**src/rtl/ddr_burst_responder.sv**
```systemverilog
// Responder side of the dcfifo-controller <-> DDR2 local-port burst handshake.
// Runs one write or read burst per request, one word per local command, and
// reports per-word FIFO strobes plus a single finish pulse per burst.
module ddr_burst_responder #(
    parameter int unsigned ADDR_W   = 25,
    parameter int unsigned DATA_W   = 32,
    parameter int unsigned LEN_W    = 10,
    parameter int unsigned HOLD_CYC = 2
) (
    input  logic              clk_ref,
    input  logic              rst_n,
    input  logic              local_init_done,
    input  logic              ddr_wr_req,
    input  logic [ADDR_W-1:0] ddr_wraddr,
    input  logic [LEN_W-1:0]  wr_length,
    output logic              ddr_wr_ack,
    input  logic [DATA_W-1:0] ddr_din,
    output logic              ddr_wr_finish,
    input  logic              ddr_rd_req,
    input  logic [ADDR_W-1:0] ddr_rdaddr,
    input  logic [LEN_W-1:0]  rd_length,
    output logic              ddr_rd_ack,
    output logic [DATA_W-1:0] ddr_dout,
    output logic              ddr_rd_finish,
    output logic [ADDR_W-1:0] local_address,
    output logic              local_write_req,
    output logic              local_read_req,
    output logic [DATA_W-1:0] local_wdata,
    input  logic              local_ready,
    input  logic [DATA_W-1:0] local_rdata,
    input  logic              local_rdata_valid,
    output logic              busy,
    output logic              protocol_err
);

    localparam int unsigned CntW  = LEN_W + 1;
    localparam int unsigned HoldW = (HOLD_CYC > 1) ? $clog2(HOLD_CYC) : 1;

    typedef enum logic [2:0] {StIdle, StWrBurst, StRdCmd, StRdWait, StHold} state_e;

    state_e                       state_q, state_d;
    logic [ADDR_W-1:0]            base_q, base_d;
    logic [CntW-1:0]              len_q, len_d;
    logic [CntW-1:0]              issued_q, issued_d;
    logic [CntW-1:0]              acked_q, acked_d;
    logic [CntW-1:0]              rcvd_q, rcvd_d;
    logic [HoldW-1:0]             hold_q, hold_d;
    logic                         wr_finish_q, wr_finish_d;
    logic                         rd_finish_q, rd_finish_d;

    // Two-entry write buffer fed one cycle after each FIFO read strobe
    logic [1:0][DATA_W-1:0]       wbuf_q;
    logic                         wr_ptr_q, rd_ptr_q;
    logic [1:0]                   buf_cnt_q;
    logic                         inflight_q;
    logic                         wr_pop;
    logic [2:0]                   wr_occ;

    logic                         rd_window;
    logic                         rd_ack_q;
    logic [DATA_W-1:0]            rd_data_q;
    logic                         perr_q;

    assign wr_pop    = (state_q == StWrBurst) && (buf_cnt_q != 2'd0) && local_ready;
    // Words already owned by the buffer once this cycle's pop leaves
    assign wr_occ    = {1'b0, buf_cnt_q} + {2'b00, inflight_q} - {2'b00, wr_pop};
    assign rd_window = (state_q == StRdCmd) || (state_q == StRdWait);

    assign local_wdata   = local_write_req ? wbuf_q[rd_ptr_q] : '0;
    assign ddr_wr_finish = wr_finish_q;
    assign ddr_rd_finish = rd_finish_q;
    assign ddr_rd_ack    = rd_ack_q;
    assign ddr_dout      = rd_data_q;
    assign busy          = (state_q != StIdle);
    assign protocol_err  = perr_q;

    // Burst sequencing: next state, counters and local command outputs
    always_comb begin
        state_d         = state_q;
        base_d          = base_q;
        len_d           = len_q;
        issued_d        = issued_q;
        acked_d         = acked_q;
        rcvd_d          = rcvd_q;
        hold_d          = hold_q;
        wr_finish_d     = 1'b0;
        rd_finish_d     = 1'b0;
        ddr_wr_ack      = 1'b0;
        local_write_req = 1'b0;
        local_read_req  = 1'b0;
        local_address   = '0;

        unique case (state_q)
            StIdle: begin
                issued_d = '0;
                acked_d  = '0;
                rcvd_d   = '0;
                hold_d   = '0;
                if (local_init_done && ddr_wr_req) begin
                    base_d = ddr_wraddr;
                    len_d  = CntW'(wr_length);
                    if (wr_length == '0) begin
                        wr_finish_d = 1'b1;
                        state_d     = StHold;
                    end else begin
                        state_d = StWrBurst;
                    end
                end else if (local_init_done && ddr_rd_req) begin
                    base_d = ddr_rdaddr;
                    len_d  = CntW'(rd_length);
                    if (rd_length == '0) begin
                        rd_finish_d = 1'b1;
                        state_d     = StHold;
                    end else begin
                        state_d = StRdCmd;
                    end
                end
            end
            StWrBurst: begin
                local_write_req = (buf_cnt_q != 2'd0);
                local_address   = base_q + ADDR_W'(issued_q);
                ddr_wr_ack      = (acked_q < len_q) && (wr_occ < 3'd2);
                if (ddr_wr_ack) begin
                    acked_d = acked_q + CntW'(1);
                end
                if (wr_pop) begin
                    issued_d = issued_q + CntW'(1);
                    if (issued_q + CntW'(1) == len_q) begin
                        wr_finish_d = 1'b1;
                        state_d     = StHold;
                    end
                end
            end
            StRdCmd, StRdWait: begin
                if (state_q == StRdCmd) begin
                    local_read_req = 1'b1;
                    local_address  = base_q + ADDR_W'(issued_q);
                    if (local_ready) begin
                        issued_d = issued_q + CntW'(1);
                        if (issued_q + CntW'(1) == len_q) begin
                            state_d = StRdWait;
                        end
                    end
                end
                if (rd_ack_q) begin
                    rcvd_d = rcvd_q + CntW'(1);
                    if (rcvd_q + CntW'(1) == len_q) begin
                        rd_finish_d = 1'b1;
                        state_d     = StHold;
                    end
                end
            end
            StHold: begin
                hold_d = hold_q + HoldW'(1);
                if (hold_q == HoldW'(HOLD_CYC - 1)) begin
                    state_d = StIdle;
                end
            end
            default: state_d = StIdle;
        endcase
    end

    // Control state and burst bookkeeping registers
    always_ff @(posedge clk_ref or negedge rst_n) begin
        if (!rst_n) begin
            state_q     <= StIdle;
            base_q      <= '0;
            len_q       <= '0;
            issued_q    <= '0;
            acked_q     <= '0;
            rcvd_q      <= '0;
            hold_q      <= '0;
            wr_finish_q <= 1'b0;
            rd_finish_q <= 1'b0;
        end else begin
            state_q     <= state_d;
            base_q      <= base_d;
            len_q       <= len_d;
            issued_q    <= issued_d;
            acked_q     <= acked_d;
            rcvd_q      <= rcvd_d;
            hold_q      <= hold_d;
            wr_finish_q <= wr_finish_d;
            rd_finish_q <= rd_finish_d;
        end
    end

    // Write buffer: capture FIFO data a cycle after each ack, drain on accept
    always_ff @(posedge clk_ref or negedge rst_n) begin
        if (!rst_n) begin
            wbuf_q     <= '0;
            wr_ptr_q   <= 1'b0;
            rd_ptr_q   <= 1'b0;
            buf_cnt_q  <= 2'd0;
            inflight_q <= 1'b0;
        end else begin
            inflight_q <= ddr_wr_ack;
            if (inflight_q) begin
                wbuf_q[wr_ptr_q] <= ddr_din;
                wr_ptr_q         <= ~wr_ptr_q;
            end
            if (wr_pop) begin
                rd_ptr_q <= ~rd_ptr_q;
            end
            buf_cnt_q <= buf_cnt_q + {1'b0, inflight_q} - {1'b0, wr_pop};
        end
    end

    // Read return path: one-cycle registered forward; stray data flags an error
    always_ff @(posedge clk_ref or negedge rst_n) begin
        if (!rst_n) begin
            rd_ack_q  <= 1'b0;
            rd_data_q <= '0;
            perr_q    <= 1'b0;
        end else begin
            rd_ack_q <= local_rdata_valid && rd_window;
            if (local_rdata_valid && rd_window) begin
                rd_data_q <= local_rdata;
            end
            if (local_rdata_valid && !rd_window) begin
                perr_q <= 1'b1;
            end
        end
    end

endmodule

```
**config.mk**
```make
export PLATFORM = sky130hd
export DESIGN_NAME = ddr_burst_responder
export DESIGN_NICKNAME = d
export VERILOG_FILES = /design/src/rtl/ddr_burst_responder.sv
export SDC_FILE = /design/constraint.sdc
export NUM_CORES = 1
export LEC_CHECK = 0
export BUFFER_PORTS_ARGS = -buffer_cell sky130_fd_sc_hd__buf_2
export CAP_MARGIN = 20
export CELL_PAD_IN_SITES_DETAIL_PLACEMENT = 0
export CELL_PAD_IN_SITES_GLOBAL_PLACEMENT = 1
export CORE_ASPECT_RATIO = 0.9
export CORE_MARGIN = 1.5
export CORE_UTILIZATION = 35
export DETAILED_ROUTE_END_ITERATION = 6
export PLACE_DENSITY = 0.74
export SYNTH_ARGS = -nofsm -noshare
export SYNTH_HDL_FRONTEND = slang
export SYNTH_SLANG_ARGS = --single-unit
```
**constraint.sdc**
```tcl
create_clock -name clk_ref -period 5 [get_ports clk_ref]
set_clock_uncertainty 0.1 [all_clocks]
set_input_delay 0.25 -clock clk_ref [delete_from_list [all_inputs] [get_ports clk_ref]]
set_output_delay 0.25 -clock clk_ref [all_outputs]
set_load 0.05 [all_outputs]
```
==> results of run 1 <==
-- stage by stage --
stage / setup slack [ns] / cells
CTS: 0.401 / 1582
detailed placement: 0.896 / 1470
global placement: 0.912 / 1470
floorplan: 0.224 / 918
global route: 0.107 / 1585
finish: 0.451 / 1585
-- sequential cells by signal (all words and copies together), names as in the netlist --
signal	cells
issued_q	11
ddr_wr_finish	1
wbuf_q	64
ddr_dout	32
len_q	10
buf_cnt_q	2
state_q	3
inflight_q	1
acked_q	11
ddr_rd_finish	1
protocol_err	1
ddr_rd_ack	1
rd_ptr_q	1
wr_ptr_q	1
base_q	25
rcvd_q	11
hold_q	1
-- final cells by class --
class | instances | area, sq um
well taps | 354 | 443
repair buffers | 326 | 2090
flip-flops and latches | 177 | 4430
clock inverters | 15 | 188
diodes | 1 | 2.50
clock buffers | 17 | 425
multi-input cells | 668 | 4820
fillers | 2556 | 14400
inverters | 27 | 101
-- worst min-delay path: stages --
cell,delay [ns]
buf_2,0.07
mux2i_1,0.06
o21ai_0,0.12
-- how the worst max path moves through the flow --
stage | end | startpoint | slack [ns] | depth (start not counted)
finish | ddr_wr_ack | state_q[2]$_DFFE_PN0P_ | 0.45 | 14
global route | ddr_wr_ack | state_q[2]$_DFFE_PN0P_ | 0.11 | 14
CTS | ddr_wr_ack | state_q[2]$_DFFE_PN0P_ | 0.40 | 14
detailed placement | ddr_wr_ack | state_q[2]$_DFFE_PN0P_ | 0.90 | 14
global placement | ddr_wr_ack | state_q[2]$_DFFE_PN0P_ | 0.91 | 14
floorplan | acked_q[2]$_DFFE_PN0P_ | state_q[0]$_DFFE_PN0P_ | 0.22 | 17
-- cell usage after synthesis (all sizes together), types with 3 or more instances --
| cell | number |
|---|---|
| o21ai | 77 |
| clkbuf | 33 |
| xnor2 | 40 |
| and4 | 3 |
| or3 | 4 |
| a211oi | 9 |
| nand2 | 75 |
| xor2 | 15 |
| nand3 | 22 |
| a2111oi | 6 |
| inv | 27 |
| nand2b | 7 |
| a21oi | 16 |
| a21o | 6 |
| o41ai | 3 |
| o31ai | 6 |
| nor3 | 15 |
| ha | 25 |
| mux2 | 96 |
| a31oi | 6 |
| and3 | 11 |
| nand4 | 4 |
| nor2b | 5 |
| nor2 | 95 |
| o22ai | 3 |
| or2 | 5 |
| o2111ai | 3 |
| nor4 | 5 |
| dfrtp | 177 |
| a21boi | 7 |
| buf | 13 |
| mux2i | 71 |
-- power breakdown --
group,switching [uW],internal [uW],total (uW)
clock network,680,682,1360
registers,494,2000,2500
logic,2440,1270,3720
-- cell families (layout without fill, tap and decap cells) --
logic type / after synthesis / count (layout) / share of synthesized area (%)
AO/OA/AOI/OAI: 157 / 157 / 10.2
adder cells (fa/ha/maj): 28 / 28 / 3.81
flip-flops: 177 / 177 / 46.5
XOR/XNOR: 55 / 55 / 5.06
other: 0 / 1 / 0
AND/OR/NAND/NOR: 261 / 261 / 12.7
buffers and inverters: 73 / 385 / 2.92
multiplexers: 167 / 167 / 18.8
-- metal layers --
layer,vias up,part of all wire [%],track usage [%],wire (microns)
met1,3771,47,24.2,11400
met2,149,47,28.3,11300
met4,2,1.3,4.51,324
li1,3840,-,-,-
met5,-,0.054,0,13
met3,25,4.0,3.03,970
==> run metrics, run 1 <==
reg-to-reg endpoint=acked_q[2]$_DFFE_PN0P_; crit path time final=4.55 ns; core area=approximately 27000 sq um; clk sinks=between 150 and 200; drt wl/cell=about 15 microns; share of layout cells above drive strength 1=between 30% and 40%; FMAX=roughly 220 MHz; area grow syn2layout=31.4%; Layout Utilization=between 40% and 50%; crit-path leading delay family=simple AND/OR/NAND/NOR gates; nets=~1.4k; Req. time, crit path=between 4 and 5 ns; Post-CTS Hold Buffers=80; final-report hold violation count=0; worst path bufs/invs=6; HP Class=in2reg; area share of the largest cell type after synthesis=between 40% and 50%; CTS Root Cell=clkbuf_16; CTS clk-pin slew, worst paths=about 0.07 ns; WHS=just over 0.008 ns; Post-DP Area=about 11000 sq um; total wire length=24000 microns; H-tree depth=4; Yosys reg bits=between 150 and 200; top cells by area, synth=dfrtp_1 (47%), mux2_2 (11%), mux2i_1 (7.5%), o21ai_0 (3.9%), nor2_1 (3.7%); RSZ-0062 raised after global routing=false; final setup TNS=0 ns; HPWL after DPL=16700 microns; Final GP Congestion=approximately 0.77; drt drc=0; die width=between 150 and 200 microns; number of synthesized flops with an enable pin=0; Setup Buffers After CTS=0; Syn Nets=approximately 1.1k; vias in the first global route=~7.6k; Worst Path Arrival=around 4.2 ns; CP cell instances=nor3b_2, o21ai_2, inv_1, nand2_1, inv_1, ha_1, inv_1, ha_1, inv_1, fa_1, inv_1, or4_1, a21oi_1, buf_2; relative slew slack=approximately 30%; ys flop type=dfrtp_1; total of max-cap violations=0; Synth cell types=63; final std cell area, no fill=12500 sq um; clk_lat worst skew=0.43 ns; hold path cells=3; FF-to-FF Start=state_q[2]$_DFFE_PN0P_; Final Max Tran Viols=0; most used cell, CP=inv_1; PostCTS Resize Cnt=0; crit end category=output port; Clock Tree Buf Depth=2; DR vias=7787; R2R Setup Slk=~1.1 ns; Iter 0 DRT Violations=approximately 350; sequential share of the synthesized area=~47%; Worst setup SP type=register; GR Util All Layers=between 10% and 20%; Die ar.=roughly 28000 sq um; slowest stage cell on the critical path=or4_1; Final ANT Viol Nets=0; top fanout value on the critical path=10; CTS Buf Count=17; total power after layout=~7600 uW; Worst-Margin Slew=approximately 1.1 ns; hold path start=ddr_rdaddr[17]; num ports=238; most common cell after layout, fill and taps aside=buf_2; Power Dens Cells=approximately 600 nW/um^2; largest area contributor in the netlist=dfrtp_1; largest net degree at the start of global routing=93; global-route wire length before repair=between 30000 and 40000 microns; CTS tree=done; status=complete, no violations; PortBufs=around 240; cell area after synthesis=9520 sq um; Post-Syn Area per Cell=10.4 sq um; critical path class=reg2out; Worst Reg-to-Reg Cells=15; Max rail drop VDD=0.273 mV; Cells after Synth=918; Tcrit/Tclk final=91.0%; leakage power figure=around 0.0060 uW; max incr delay on CP=approximately 0.67 ns; most frequent cells in the layout=buf_2 (236), dfrtp_1 (176), mux2_2 (96); Hold Path Sink=base_q[17]$_DFFE_PN0P_; total gr overflow=0; Final Setup Violations=0; Ys Warns=0; Detailed Routing Iterations Pass 1=4; share of flip-flops with an asynchronous set or reset=100%; Die Y=approximately 160 microns; row count=between 50 and 60; Starting Density=35.4%; initial antenna violation count=2; vias per cell=between 4 and 5
(Power assumes the default switching activity.)
==> run 2: changes to the inputs <==
- CORE_UTILIZATION: 35 -> 41
- PLACE_DENSITY: 0.74 -> 0.84
==> run 2 against run 1 <==
  * Global-route usage rose by 2.4 points
  * Utilization rose by 8.0 points
  * First-iteration DRC count grew 26%
  * Maximum frequency is 1.7% lower
  * Count of clock-buffer cells in the layout unchanged
  * Critical endpoint unchanged
  * Highest routed layer is now met4
==> run metrics, run 2 (synthesis results as in run 1) <==
PostCTS Resize Cnt=0 (unchanged); status=complete, no violations; H-tree depth=4 (unchanged); initial antenna violation count=3 (+1); Die ar.=24100 sq um (-14%); Iter 0 DRT Violations=444 (+26%); total power after layout=7560 uW (-0.23%); Final Setup Violations=0 (unchanged); dpl ws=0.829 ns (-0.0672 ns); num ports=238 (unchanged); vias in the first global route=7772 (+2.0%); crit end category=output port; Worst-Margin Slew=1.02 ns (-0.0379 ns); Worst Path Arrival=4.28 ns (+0.08 ns); leakage power figure=0.00596 uW (-0.66%); final std cells w/o fill=1521 (-4.0%); most common cell after layout, fill and taps aside=buf_2; dpl cells=1414 (-3.8%); FMAX=216 MHz (-1.7%); critical path class=reg2out; CTS Buf Count=17 (unchanged); Final Max Tran Viols=0 (unchanged); core area=22600 sq um (-16%); reg-to-reg endpoint=acked_q[2]$_DFFE_PN0P_; HPWL after DPL=16400 microns (-1.8%); Worst Reg-to-Reg Cells=15 (unchanged); final setup TNS=0 ns (unchanged); largest net degree at the start of global routing=99 (+6.5%); HP Class=in2reg; nets=1376 (-0.65%); Clock Tree Buf Depth=2 (unchanged); area grow syn2layout=29.7%; Final ANT Viol Nets=0 (unchanged); vias per cell=5.08 (+3.4%); FF-to-FF Start=state_q[0]$_DFFE_PN0P_; RSZ-0062 raised after global routing=false; PortBufs=237 (unchanged); footprint of the multi-input gates=4830 sq um (+0.10%); Req. time, crit path=4.65 ns (about the same); critical path endpoint=ddr_wr_ack; critical path launch point=state_q[0]$_DFFE_PN0P_; crit path time final=4.63 ns (+0.0776 ns); drt wl/cell=15.4 microns (+1.8%); Tcrit/Tclk final=92.5% (+1.6 points); share of layout cells above drive strength 1=31.9% (+0.40 points); R2R Setup Slk=1.04 ns (-0.08 ns); flip-flop count of the largest register after layout=64 (unchanged); clk sinks=177 (unchanged); top fanout value on the critical path=9 (-1); die width=164 microns (-7.5%); relative slew slack=32.3% (+2.5 points); CTS Root Cell=clkbuf_16; Reg with most FFs=wbuf_q; Worst setup SP type=register; final-report hold violation count=0 (unchanged); drt drc=0 (unchanged); Max rail drop VDD=0.390 mV (+43%); global-route wire length before repair=38400 microns (-2.9%); worst setup margin=0.373 ns (-0.0776 ns); Power Dens Cells=612 nW/um^2 (+1.1%); CTS tree=done; Layout Utilization=54.5% (+8.0 points); total gr overflow=0 (unchanged); clk_lat worst skew=0.43 ns (about the same); Die Y=148 microns (-7.5%); total of max-cap violations=0 (unchanged); CTS clk-pin slew, worst paths=0.08 ns (about the same); most frequent cells in the layout=buf_2 (236), dfrtp_1 (176), mux2_2 (96); GR Util All Layers=19.9% (+2.4 points); total wire length=23500 microns (-2.3%); register area=4430 sq um (unchanged); Filler cells=1951 (-24%); Starting Density=42.0% (+6.6 points); Final GP Congestion=0.826 (+6.7%); row count=52 (-8.8%); Detailed Routing Iterations Pass 1=7 (+3); DR vias=7727 (-0.77%)
run 2: layout make-up:
cell class	count	area share [%]
clock inverters	15	1.54
multi-input cells	668	39.1
flip-flops and latches	177	35.9
inverters	27	0.821
repair buffers	317	16.1
well taps	297	3.01
diodes	3	0.0608
clock buffers	17	3.45
run 2: repair_timing:
| action | CTS | global route |
|---|---|---|
| setup buffers | 0 | 0 |
| endpoints found under the hold margin | 195 | 0 |
| hold buffers | 70 | 0 |
| endpoints found under the setup margin | 0 | 0 |
run 2: worst min-delay path by stage:
stage	startpoint	to	slack, ns	depth (start not counted)
5_1_grt	ddr_wraddr[17]	base_q[17]$_DFFE_PN0P_	0.03	3
6_report	ddr_wraddr[2]	base_q[2]$_DFFE_PN0P_	0.01	3
4_1_cts	ddr_wraddr[2]	base_q[2]$_DFFE_PN0P_	0.004	3
3_5_place_dp	rst_n	base_q[16]$_DFFE_PN0P_	0.34	1
2_1_floorplan	rst_n	acked_q[0]$_DFFE_PN0P_	-0.15	0
3_3_place_gp	rst_n	base_q[16]$_DFFE_PN0P_	0.33	1
run 2: per-stage QoR:
stage | hold slack [ns] | area, sq um
5_1_grt | 0.0304 | 12300
3_3_place_gp | 0.334 | 11000
4_1_cts | 0.00441 | 12300
2_1_floorplan | -0.146 | 9520
3_5_place_dp | 0.339 | 11000
6_report | 0.0112 | 12300
run 2: critical path, cell delays in order (launching register included):
cell and delay [ns]:
dfrtp_1 0.48, nor3b_2 0.44, o21ai_2 0.11, inv_1 0.08, nand2_1 0.07, inv_1 0.11
ha_1 0.23, inv_1 0.05, ha_1 0.13, inv_1 0.05, fa_1 0.48, inv_1 0.05
or4_1 0.67, a21oi_1 0.50, buf_2 0.38
run 2: power breakdown:
group | internal (uW) | leakage, uW | switching [uW] | total, uW
Combinational | 1270 | 0.00346 | 2440 | 3710
Sequential | 2000 | 0.00221 | 499 | 2500
Clock | 681 | 0.000294 | 663 | 1340
run 2: routing by layer:
layer	track usage [%]	vias up	part of all wire [%]
li1	-	3832	-
met1	25.4	3708	46
met2	34.6	165	49
met3	3.62	22	4.0
met4	5.14	0	1.2
met5	0	-	0
